===== config.mk =====
export PLATFORM = sky130hd
export DESIGN_NAME = psl_job_control
export DESIGN_NICKNAME = d
export VERILOG_FILES = /design/src/rtl/psl_job_control.sv
export SDC_FILE = /design/constraint.sdc
export NUM_CORES = 1
export LEC_CHECK = 0
export CORE_UTILIZATION = 45
export DETAILED_ROUTE_END_ITERATION = 8
export DONT_BUFFER_PORTS = 1
export HOLD_SLACK_MARGIN = 0.15
export PLACE_DENSITY = 0.67
export SYNTH_ARGS = -nofsm -noshare
export SYNTH_HDL_FRONTEND = slang
export SYNTH_SLANG_ARGS = --single-unit

===== constraint.sdc =====
create_clock -name ha_pclock -period 3.6 [get_ports ha_pclock]
set_input_delay 1.08 -clock ha_pclock [delete_from_list [all_inputs] [get_ports ha_pclock]]
set_output_delay 1.08 -clock ha_pclock [all_outputs]
set_load 0.05 [all_outputs]

===== src/rtl/psl_job_control.sv =====
// psl_job_control: PSL-side job-control sequencer.
// Issues reset/start job commands to the AFU, waits for its done/running
// responses with a bounded timeout, and reports completion or timeout.
module psl_job_control #(
    parameter int unsigned TIMEOUT_CYCLES = 1024
) (
    input  logic        ha_pclock,
    input  logic        reset,
    input  logic        req_start,
    input  logic        req_reset,
    input  logic [63:0] req_wed,
    output logic        ha_jval,
    output logic [7:0]  ha_jcom,
    output logic        ha_jcompar,
    output logic [63:0] ha_jea,
    output logic        ha_jeapar,
    input  logic        ah_jrunning,
    input  logic        ah_jdone,
    input  logic [63:0] ah_jerror,
    output logic        busy,
    output logic        job_running,
    output logic        job_complete,
    output logic [63:0] job_error,
    output logic        timeout
);

    localparam int unsigned CW = $clog2(TIMEOUT_CYCLES) + 1;
    localparam logic [7:0] JCOM_RESET = 8'h80;
    localparam logic [7:0] JCOM_START = 8'h90;

    typedef enum logic [2:0] {
        S_IDLE,
        S_RST_CMD,
        S_RST_WAIT,
        S_START_CMD,
        S_START_WAIT,
        S_RUNNING,
        S_DONE,
        S_TMO
    } state_t;

    state_t         state;
    state_t         state_nxt;
    logic [CW-1:0]  tmo_cnt;
    logic           start_pending;
    logic [63:0]    wed_q;
    logic           expired;
    logic           cmd_val;
    logic [7:0]     cmd_com;
    logic [63:0]    cmd_ea;

    assign expired = (tmo_cnt == CW'(TIMEOUT_CYCLES - 1));

    // Next-state selection; responses from the AFU take priority over expiry.
    always_comb begin
        state_nxt = state;
        case (state)
            S_IDLE:       if (req_start || req_reset) state_nxt = S_RST_CMD;
            S_RST_CMD:    state_nxt = S_RST_WAIT;
            S_RST_WAIT: begin
                if (ah_jdone)     state_nxt = start_pending ? S_START_CMD : S_DONE;
                else if (expired) state_nxt = S_TMO;
            end
            S_START_CMD:  state_nxt = S_START_WAIT;
            S_START_WAIT: begin
                if (ah_jdone)         state_nxt = S_DONE;
                else if (ah_jrunning) state_nxt = S_RUNNING;
                else if (expired)     state_nxt = S_TMO;
            end
            S_RUNNING: begin
                if (ah_jdone)       state_nxt = S_DONE;
                else if (req_reset) state_nxt = S_RST_CMD;
            end
            S_DONE:       state_nxt = S_IDLE;
            S_TMO:        state_nxt = S_IDLE;
            default:      state_nxt = S_IDLE;
        endcase
    end

    // Command bus contents for the next cycle.
    // The reset command appears together with RST_CMD; the start command is
    // loaded while in START_CMD (where the WED is staged) and so appears the
    // cycle after, i.e. in the first START_WAIT cycle.
    always_comb begin
        cmd_val = 1'b0;
        cmd_com = '0;
        cmd_ea  = '0;
        if (state_nxt == S_RST_CMD) begin
            cmd_val = 1'b1;
            cmd_com = JCOM_RESET;
        end else if (state == S_START_CMD) begin
            cmd_val = 1'b1;
            cmd_com = JCOM_START;
            cmd_ea  = wed_q;
        end
    end

    // State, wait counter, request latches and registered outputs.
    always_ff @(posedge ha_pclock) begin
        if (reset) begin
            state         <= S_IDLE;
            tmo_cnt       <= '0;
            start_pending <= 1'b0;
            wed_q         <= '0;
            ha_jval       <= 1'b0;
            ha_jcom       <= '0;
            ha_jcompar    <= 1'b1;
            ha_jea        <= '0;
            ha_jeapar     <= 1'b1;
            busy          <= 1'b0;
            job_running   <= 1'b0;
            job_complete  <= 1'b0;
            job_error     <= '0;
            timeout       <= 1'b0;
        end else begin
            state <= state_nxt;

            if (state == S_RST_CMD || state == S_START_CMD)
                tmo_cnt <= '0;
            else if (state == S_RST_WAIT || state == S_START_WAIT)
                tmo_cnt <= tmo_cnt + 1'b1;

            if (state == S_IDLE && (req_start || req_reset)) begin
                start_pending <= req_start;
                if (req_start)
                    wed_q <= req_wed;
                job_error <= '0;
            end else if (state == S_RUNNING && state_nxt == S_RST_CMD) begin
                start_pending <= 1'b0;
            end

            if (state_nxt == S_DONE)
                job_error <= ah_jerror;

            ha_jval      <= cmd_val;
            ha_jcom      <= cmd_com;
            ha_jcompar   <= ~^cmd_com;
            ha_jea       <= cmd_ea;
            ha_jeapar    <= ~^cmd_ea;
            busy         <= (state_nxt != S_IDLE);
            job_running  <= (state_nxt == S_RUNNING);
            job_complete <= (state_nxt == S_DONE);
            timeout      <= (state_nxt == S_TMO);
        end
    end

endmodule


# Word level (Yosys, flattened, before mapping)
# Index checks and enable logic that the tools add are counted.
# classes
add_sub_neg	1
n_mul	0
n_div	0
magnitude_cmp	0
n_eq_ne	12
n_shift	0
muxes	19
n_bitwise	0
reduce_logical	14
# op_table
operator	n
2-to-1 mux 64 bit	4
XNOR reduction 64 bit	1
2-to-1 mux 3 bit	8
equality test 3 bit (second input constant)	7
one-hot mux 3 bit (7 select lines)	1
2-to-1 mux 8 bit	2
adder 11 x 1 -> 11 bit (second input constant)	1
equality test 11 x 10 -> 1 bit (second input constant)	1
XNOR reduction 8 bit	1
equality test 3 x 1 -> 1 bit (second input constant)	2
equality test 3 x 2 -> 1 bit (second input constant)	2
2-to-1 mux 1 bit	4
nonzero test 2 bit	2
OR reduction 2 bit	2
zero test 3 bit	1
logical OR 1 bit	3
nonzero test 3 bit	1
logical AND 1 bit	2
AND reduction 2 bit	1
# word_totals
ff_bits	222
latchBits	0
ram_bits	0
romBits	0
in_bits	134
output_inout_bits	143
elab_cells	60
memories	0

# Depth between registers and ports, before layout
# logic_depth
word_depth	9
mapped_depth	11
ltp_nobuf	8

# Least setup slack after synthesis
# Ideal clock, no wire load.
# synth_path
path_type	input -> register
start	input port ah_jrunning
end	register job_error[57]
setup_time_ns	0.128
t_arrival_ns	2.470
required_time_ns	3.472
setup_slack_ns	1.002
cell_stages	10
path_buffers	3
cell_sequence	nor2_1 -> o32ai_1 -> a21oi_2 -> o311ai_4 -> or3_4 -> buf_6 -> buf_6 -> buf_6 -> nand3_1 -> o21ai_1
# synth_via
elab_chain_cells	5
word_cells_on_any_way	6
classes_between	1 x eq/ne; 4 x mux; 1 x reduce/logical
# synth_lines
element	line_no	text
start, declared	17	input logic ah_jrunning,
2-to-1 mux 3 bit *	67	else if (ah_jrunning) state_nxt = S_RUNNING;
2-to-1 mux 3 bit *	66	if (ah_jdone) state_nxt = S_DONE;
one-hot mux 3 bit (7 select lines) *	57	case (state)
equality test 3 bit *	132	if (state_nxt == S_DONE)
2-to-1 mux 64 bit or nonzero test 2 bit (tied branches)	-	
end signal, assigned	133	job_error <= ah_jerror;
end, declared	23	output logic [63:0] job_error,
# Mark *: on every way between the ends. The rest lies on a longest branch, timed or not.
# A chain may end at the register's enable or synchronous reset.

# Worst setup path after layout
# layout_path
start	register state[2]
end	register job_error[52]
# layout_via
elab_chain_cells	6
word_cells_on_any_way	21
classes_between	8 x eq/ne; 9 x mux; 4 x reduce/logical
# layout_lines
element	line_no	text
start, declared	42	state_t state;
start signal, assigned	116	state <= state_nxt;
2-to-1 mux 3 bit	62, 68	
2-to-1 mux 3 bit	67	
2-to-1 mux 3 bit	66	
one-hot mux 3 bit (7 select lines)	57	
equality test 3 bit	132	
2-to-1 mux 64 bit or nonzero test 2 bit (tied branches)	-	
# Several ways; a longest one is shown, not always the timed one.

==> results.yml <==
detailed_routing:
  ant_nets: 0
  route.detailed.drc: 0
  dr_total_vias: 5583
  wl_per_cell_um: 16.3
  avgViaCountPerCell: 5.07
  wl_mm: 17.9
  drtPass1Iterations: 4
  first_iter_violations: 259
timing:
  tightest_slew_ps: 765
  fin_crit_ps: 2590
  timing.final.hold_violations: 0
  max_freq_mhz: 386
  rsz0062_at_grt: "false"
  fin_skew_ps: 21.5
  drv_slew: 0
  setup_tns_ps: 0
  final.period_utilization: 0.720
  slew_headroom: 0.488
  finalSetupViolations: 0
synthesis:
  ys_seq_area_frac: 0.535
  synth_top_flop_cell: "dfxtp_1"
  netlist.area_leader.share: 0.535
  postSynthCellCount: 890
  synth_area_leaders: "dfxtp_1 (53%), nand2_1 (6.5%), xnor2_1 (6.3%), nand2b_1 (5.2%), and2_1 (5.1%)"
  ys_ff_latch: 215
  ys_warn_count: 0
  netlist_area_um2: 8050
  synth_edf_count: 0
  yosysTopAreaCell: "dfxtp_1"
  avgSynthCellArea_um2: 9.04
  synthArstFlopShare: 0
  synth_cell_types: 44
power_and_ir_drop:
  p_leak_nw: 3.28
  power_mw: 6.28
  power_density_nw_per_um2: 700
  ir_drop_v: 0.000467
global_routing:
  grt_overflow_total: 0
  antenna_found_initial: 0
  grt_pass1_vias: 5112
  grt_max_degree: 139
  track_usage: 0.185
  grt_pass1_wl_mm: 27.2
cells_and_area:
  utilization: 0.517
  antenna_cells: 0
  layout-drive-gt1-share: 0.0708
  area_delta_synth_final_pct: 11.6
  stdcell_area_um2: 8980
  nets: 996
cts:
  cts_made_buffers: 23
  cts_tree: "built"
  cts_max_level: 1
  clock-root-buffer: "clkbuf_16"
  postCtsHoldBufs: 0
  cts_resized: 0
  clkLatencyLatePin_ps: 500
  cts_buffer_depth: 3
  cts_setup_buffers: 0
  clock_sinks: 215
  path_clk_slew_ps: 60
critical_path:
  cp-start-kind: "flop"
  cp-end-kind: "flop"
  crit_type: "reg -> reg"
  worst_ep_required_time_ps: 4010
  path_max_fanout: 56
  crit_arrival_ps: 3000
worst_hold_path:
  min_path_type: "reg -> reg"
run:
  maxCapViolCount: 0
placed_design:
  port_buffers: 0
  dpl.hpwl_mm: 11.8
  post_dp_cell_area_um2: 8160
  gp_congestion: 0.768
floorplanning:
  placementRows: 48
  die_y_um: 136
  initial_core_util: 0.464
  die_area_um2: 18400
  core_area_um2: 17400
  ioPinCount: 277
  die_w_um: 136
run_status:
  run_status: "completed"
synthesized netlist by cell type (2+ instances only):
library cell and number:
o21ai_0 50, xnor2_1 58, nor2b_1 5, o21ai_2 4
buf_6 4, and3_1 2, or3_1 5, buf_2 6
a21oi_1 70, dfxtp_1 215, clkbuf_1 44, buf_1 5
nand2_1 139, o21ai_1 16, nor2_1 15, nand4_1 2
nand2b_1 67, nor3_1 4, buf_4 7, xor2_1 11
o32ai_1 2, inv_1 5, and2_1 66, nand3_1 68
layout make-up:
cell class                 instances  area, um^2
clock buffer                      31         666
clock inverter                     9         158
fill                            1602        8380
inverter                           5        18.8
multi-input combinational        608        3450
sequential                       215        4300
tap                              225         282
timing repair buffer               8        97.6
sequential cells by signal (all words and copies together), names as in the netlist:
signal         count
ha_jeapar          1
tmo_cnt           11
job_running        1
wed_q             64
start_pending      1
job_error         64
job_complete       1
state              3
ha_jcompar         1
ha_jcom            2
timeout            1
ha_jea            64
busy               1
kinds of logic after synthesis:
kind of cell,Yosys count,synth area share
fa+ha+maj,1,0.00155
mux,1,0.00124
flops,215,0.535
compound gates,151,0.104
other cells,1,0.000466
buf+inv,72,0.0417
xor+xnor,69,0.0751
simple gates,380,0.241
worst max-delay path: stages (launching register included):
cell and delay [ps]:
dfxtp_1 610, nand2b_4 130, a21oi_4 330, a21oi_2 120
o311ai_4 350, or3_4 430, buf_12 280, nand3_1 110
o21ai_1 120
per-stage QoR:
step | hold slack, ps | instances | worst slack [ps]
final | 475 | 1101 | 1010
after global routing | 501 | 1101 | 792
after CTS | 473 | 1101 | 986
after detailed placement | 465 | 1061 | 731
after global placement | 459 | 1061 | 795
after floorplan | 440 | 895 | 1000
report_power, final:
part | internal, mW | switching (mW) | total, mW
combinational | 0.459 | 0.580 | 1.04
clock | 1.58 | 0.917 | 2.50
sequential | 2.51 | 0.237 | 2.75
total | 4.55 | 1.73 | 6.28
final timing paths:
kind | start | end | slack (ps) | cells after the start
worst max register to register | state[2] | job_error[52] | 1010 | 8
worst min register to register | wed_q[9] | wed_q[9] | 470 | 2
worst min-delay path | wed_q[9] | wed_q[9] | 470 | 2
worst max-delay path | state[2] | job_error[52] | 1010 | 8
placed cells by master, fill, tap and decap left out, types with 5 or more instances in the layout:
master     netlist  final
dfxtp_1        215    215
nand2_1        139    138
a21oi_1         70     70
nand3_1         68     68
nand2b_1        67     67
and2_1          66     65
xnor2_1         58     58
o21ai_0         50     50
clkbuf_16        0     23
o21ai_1         16     16
nor2_1          15     14
xor2_1          11     11
conb_1           1      6
clkbuf_8         0      6
nor2b_1          5      5
inv_1            5      5
or3_1            5      5
buf_4            7      5
routing by layer:
layer | GRT usage | part of all wire | wire, um
met5 | 0 | 0 | 0
met4 | 0.0630 | 0.023 | 413
met3 | 0.0651 | 0.092 | 1650
met1 | 0.225 | 0.41 | 7440
met2 | 0.303 | 0.47 | 8440
Note: power is estimated with default switching activity, not from simulation.
==> RTL change: new RTL, config.mk and constraints unchanged <==
The 8 states of `state_t` get a one-hot encoding in 8 bits.
--- a/src/rtl/psl_job_control.sv
+++ b/src/rtl/psl_job_control.sv
@@ -28,15 +28,15 @@
     localparam logic [7:0] JCOM_RESET = 8'h80;
     localparam logic [7:0] JCOM_START = 8'h90;
 
-    typedef enum logic [2:0] {
-        S_IDLE,
-        S_RST_CMD,
-        S_RST_WAIT,
-        S_START_CMD,
-        S_START_WAIT,
-        S_RUNNING,
-        S_DONE,
-        S_TMO
+    typedef enum logic [7:0] {
+        S_IDLE       = 8'b00000001,
+        S_RST_CMD    = 8'b00000010,
+        S_RST_WAIT   = 8'b00000100,
+        S_START_CMD  = 8'b00001000,
+        S_START_WAIT = 8'b00010000,
+        S_RUNNING    = 8'b00100000,
+        S_DONE       = 8'b01000000,
+        S_TMO        = 8'b10000000
     } state_t;
 
     state_t         state;
Formal check against the unedited RTL: no difference found for any inputs over 4 cycles, from zero or initial values and one cycle with reset high; so few cycles prove little.
==> RTL change against the unedited design <==
  * Total power decreased by 11%
  * Sequential cell count increased by 5
  * Setup slack improved by 0.061 ns
  * Synthesized area decreased by 0.22%
  * Wire length increased by 0.26%
  * Non-clock buffer count decreased by 1
  * Hold slack got worse by 0.0011 ns
  * Cell area decreased by 1.4%
  * Highest routed layer unchanged
==> RTL change: results (changes against the unedited design) <==
Setup path
  – Reg-to-Reg Start: state[2] (unchanged)
  – Setup crit start: ha_jcom[7] (was state[2])
  – Reg2reg end: wed_q[53] (was job_error[52])
  – Crit path to: ha_jcom[7] (was job_error[52])
  – Crit Path Max Fanout: 2 (was 56)
  – CP arrival: 1.45 ns (was 3.00 ns)
  – Worst reg2reg path depth: 7 (was 8)
  – Reg2reg setup slack: 1.13 ns (was 1.01 ns)

Logic synthesis
  – Fraction of the mapped netlist area in adder cells: 0.156% (was 0.155%)
  – Unique masters post-synth: 39 (was 44)
  – Most frequent cells after synthesis: dfxtp_1, nand2_1, a21oi_1 (unchanged)
  – Post-Synth XOR/XNOR Area: 7.85% (was 7.51%)
  – Top post-synthesis cells by area: dfxtp_1, nand2_1, a21oi_1 (was dfxtp_1, nand2_1, xnor2_1)
  – Seq/Total Area, Yosys: 54.8% (was 53.5%)
  – Synth Instances: 906 (was 890)
  – Synth Area in Compound Gates: 9.94% (was 10.4%)
  – Post-synth ARST share: 0% (unchanged)
  – Post-synthesis mux area share: 0.125% (was 0.124%)

Min path
  – WHS Endpoint: wed_q[7] (was wed_q[9])
  – Worst Min Path Start: wed_q[7] (was wed_q[9])

Layout
  – Data buffer area share: 0.593% (was 1.09%)
  – Area of the multi-input gates: 3320 um^2 (was 3450 um^2)
  – Layout cells sized above 1: 6.95% (was 7.08%)
  – Nets: 1011 (was 996)
  – Fin area: 8860 um^2 (was 8980 um^2)
  – Non-CTS buffers: 7 (was 8)
  – Register area: 4400 um^2 (was 4300 um^2)
  – CLK BUF: 37 (was 31)
  – Comb_multi_in: 618 (was 608)
  – Fillers: 1601 (was 1602)
  – Clock network area share: 8.84% (was 9.17%)

Routing
  – Via Count: 5815 (was 5583)
  – Drt first-iter violations: 396 (was 259)
  – Total Routed Length: 18000 um (was 17900 um)
  – Routed WL per cell: 16.1 um (was 16.3 um)

GRT
  – Vias in the first global route: 5439 (was 5112)
  – First-pass GRT wire length: 27700 um (was 27200 um)
  – Largest net degree at the start of global routing: 144 (was 139)
  – GRT Total Usage: 18.7% (was 18.5%)

STA
  – Fin Clk Skew: 0.0123 ns (was 0.0215 ns)
  – Rel. slew slack: 35.9% (was 48.8%)
  – Final worst hold slack: 0.474 ns (was 0.475 ns)
  – Ratio of final minimum period to clock period: 70.3% (was 72.0%)

Clocking
  – CTS Buf Count: 24 (was 23)
  – CTS HTree Levels: 1 (unchanged)
  – Root buffer cell: clkbuf_16 (unchanged)
  – CTS sink cnt: 220 (was 215)

Placement
  – Pre-CTS WS: 1.18 ns (was 0.731 ns)
  – Cell Area, Placed: 8070 um^2 (was 8160 um^2)
  – Detailed placement HPWL: 12000 um (was 11800 um)
  – Placer Congestion: 0.853 (was 0.768)
  – Total placed cells including tap cells: 1075 (was 1061)

Status
  – Run status: finished, final reports clean (unchanged)

Power and ir drop
  – Static Leak: 3.13 nW (was 3.28 nW)
  – Worst IR Drop VDD: 0.000412 V (was 0.000467 V)

Floorplanning
  – Tap Count: 225 (unchanged)
-- RTL change: changes by cell type in the layout (fill, tap and decap cells not counted), sizes merged, moves of 4 or more --
cell,before,now
a21oi,72,134
nor2,15,20
o21ai,70,10
nor2b,5,0
dfxtp,215,220
clkbuf,31,37
nand2,139,205
bufinv,4,0
nand2b,68,5
xor2,11,15
-- RTL change: power breakdown --
part	total [mW]	switching, mW	internal (mW)
logic	0.655	0.365	0.289
clock network	2.36	0.927	1.43
registers	2.60	0.0923	2.51
total	5.61	1.39	4.23
-- RTL change: worst reg2reg max path, cell delays in order, from the launching register on --
cell	delay [ns]
dfxtp_1	0.38
nor4_1	0.39
nand2_1	0.15
nor2_1	0.36
nand2_2	0.44
buf_4	0.43
nand2_1	0.14
a21oi_1	0.07
-- RTL change: layer usage --
metal	global-route usage (%)	routed length (um)
met1	22.2	7050
met2	31.9	8720
met3	6.02	1810
met4	5.74	401
met5	0	0
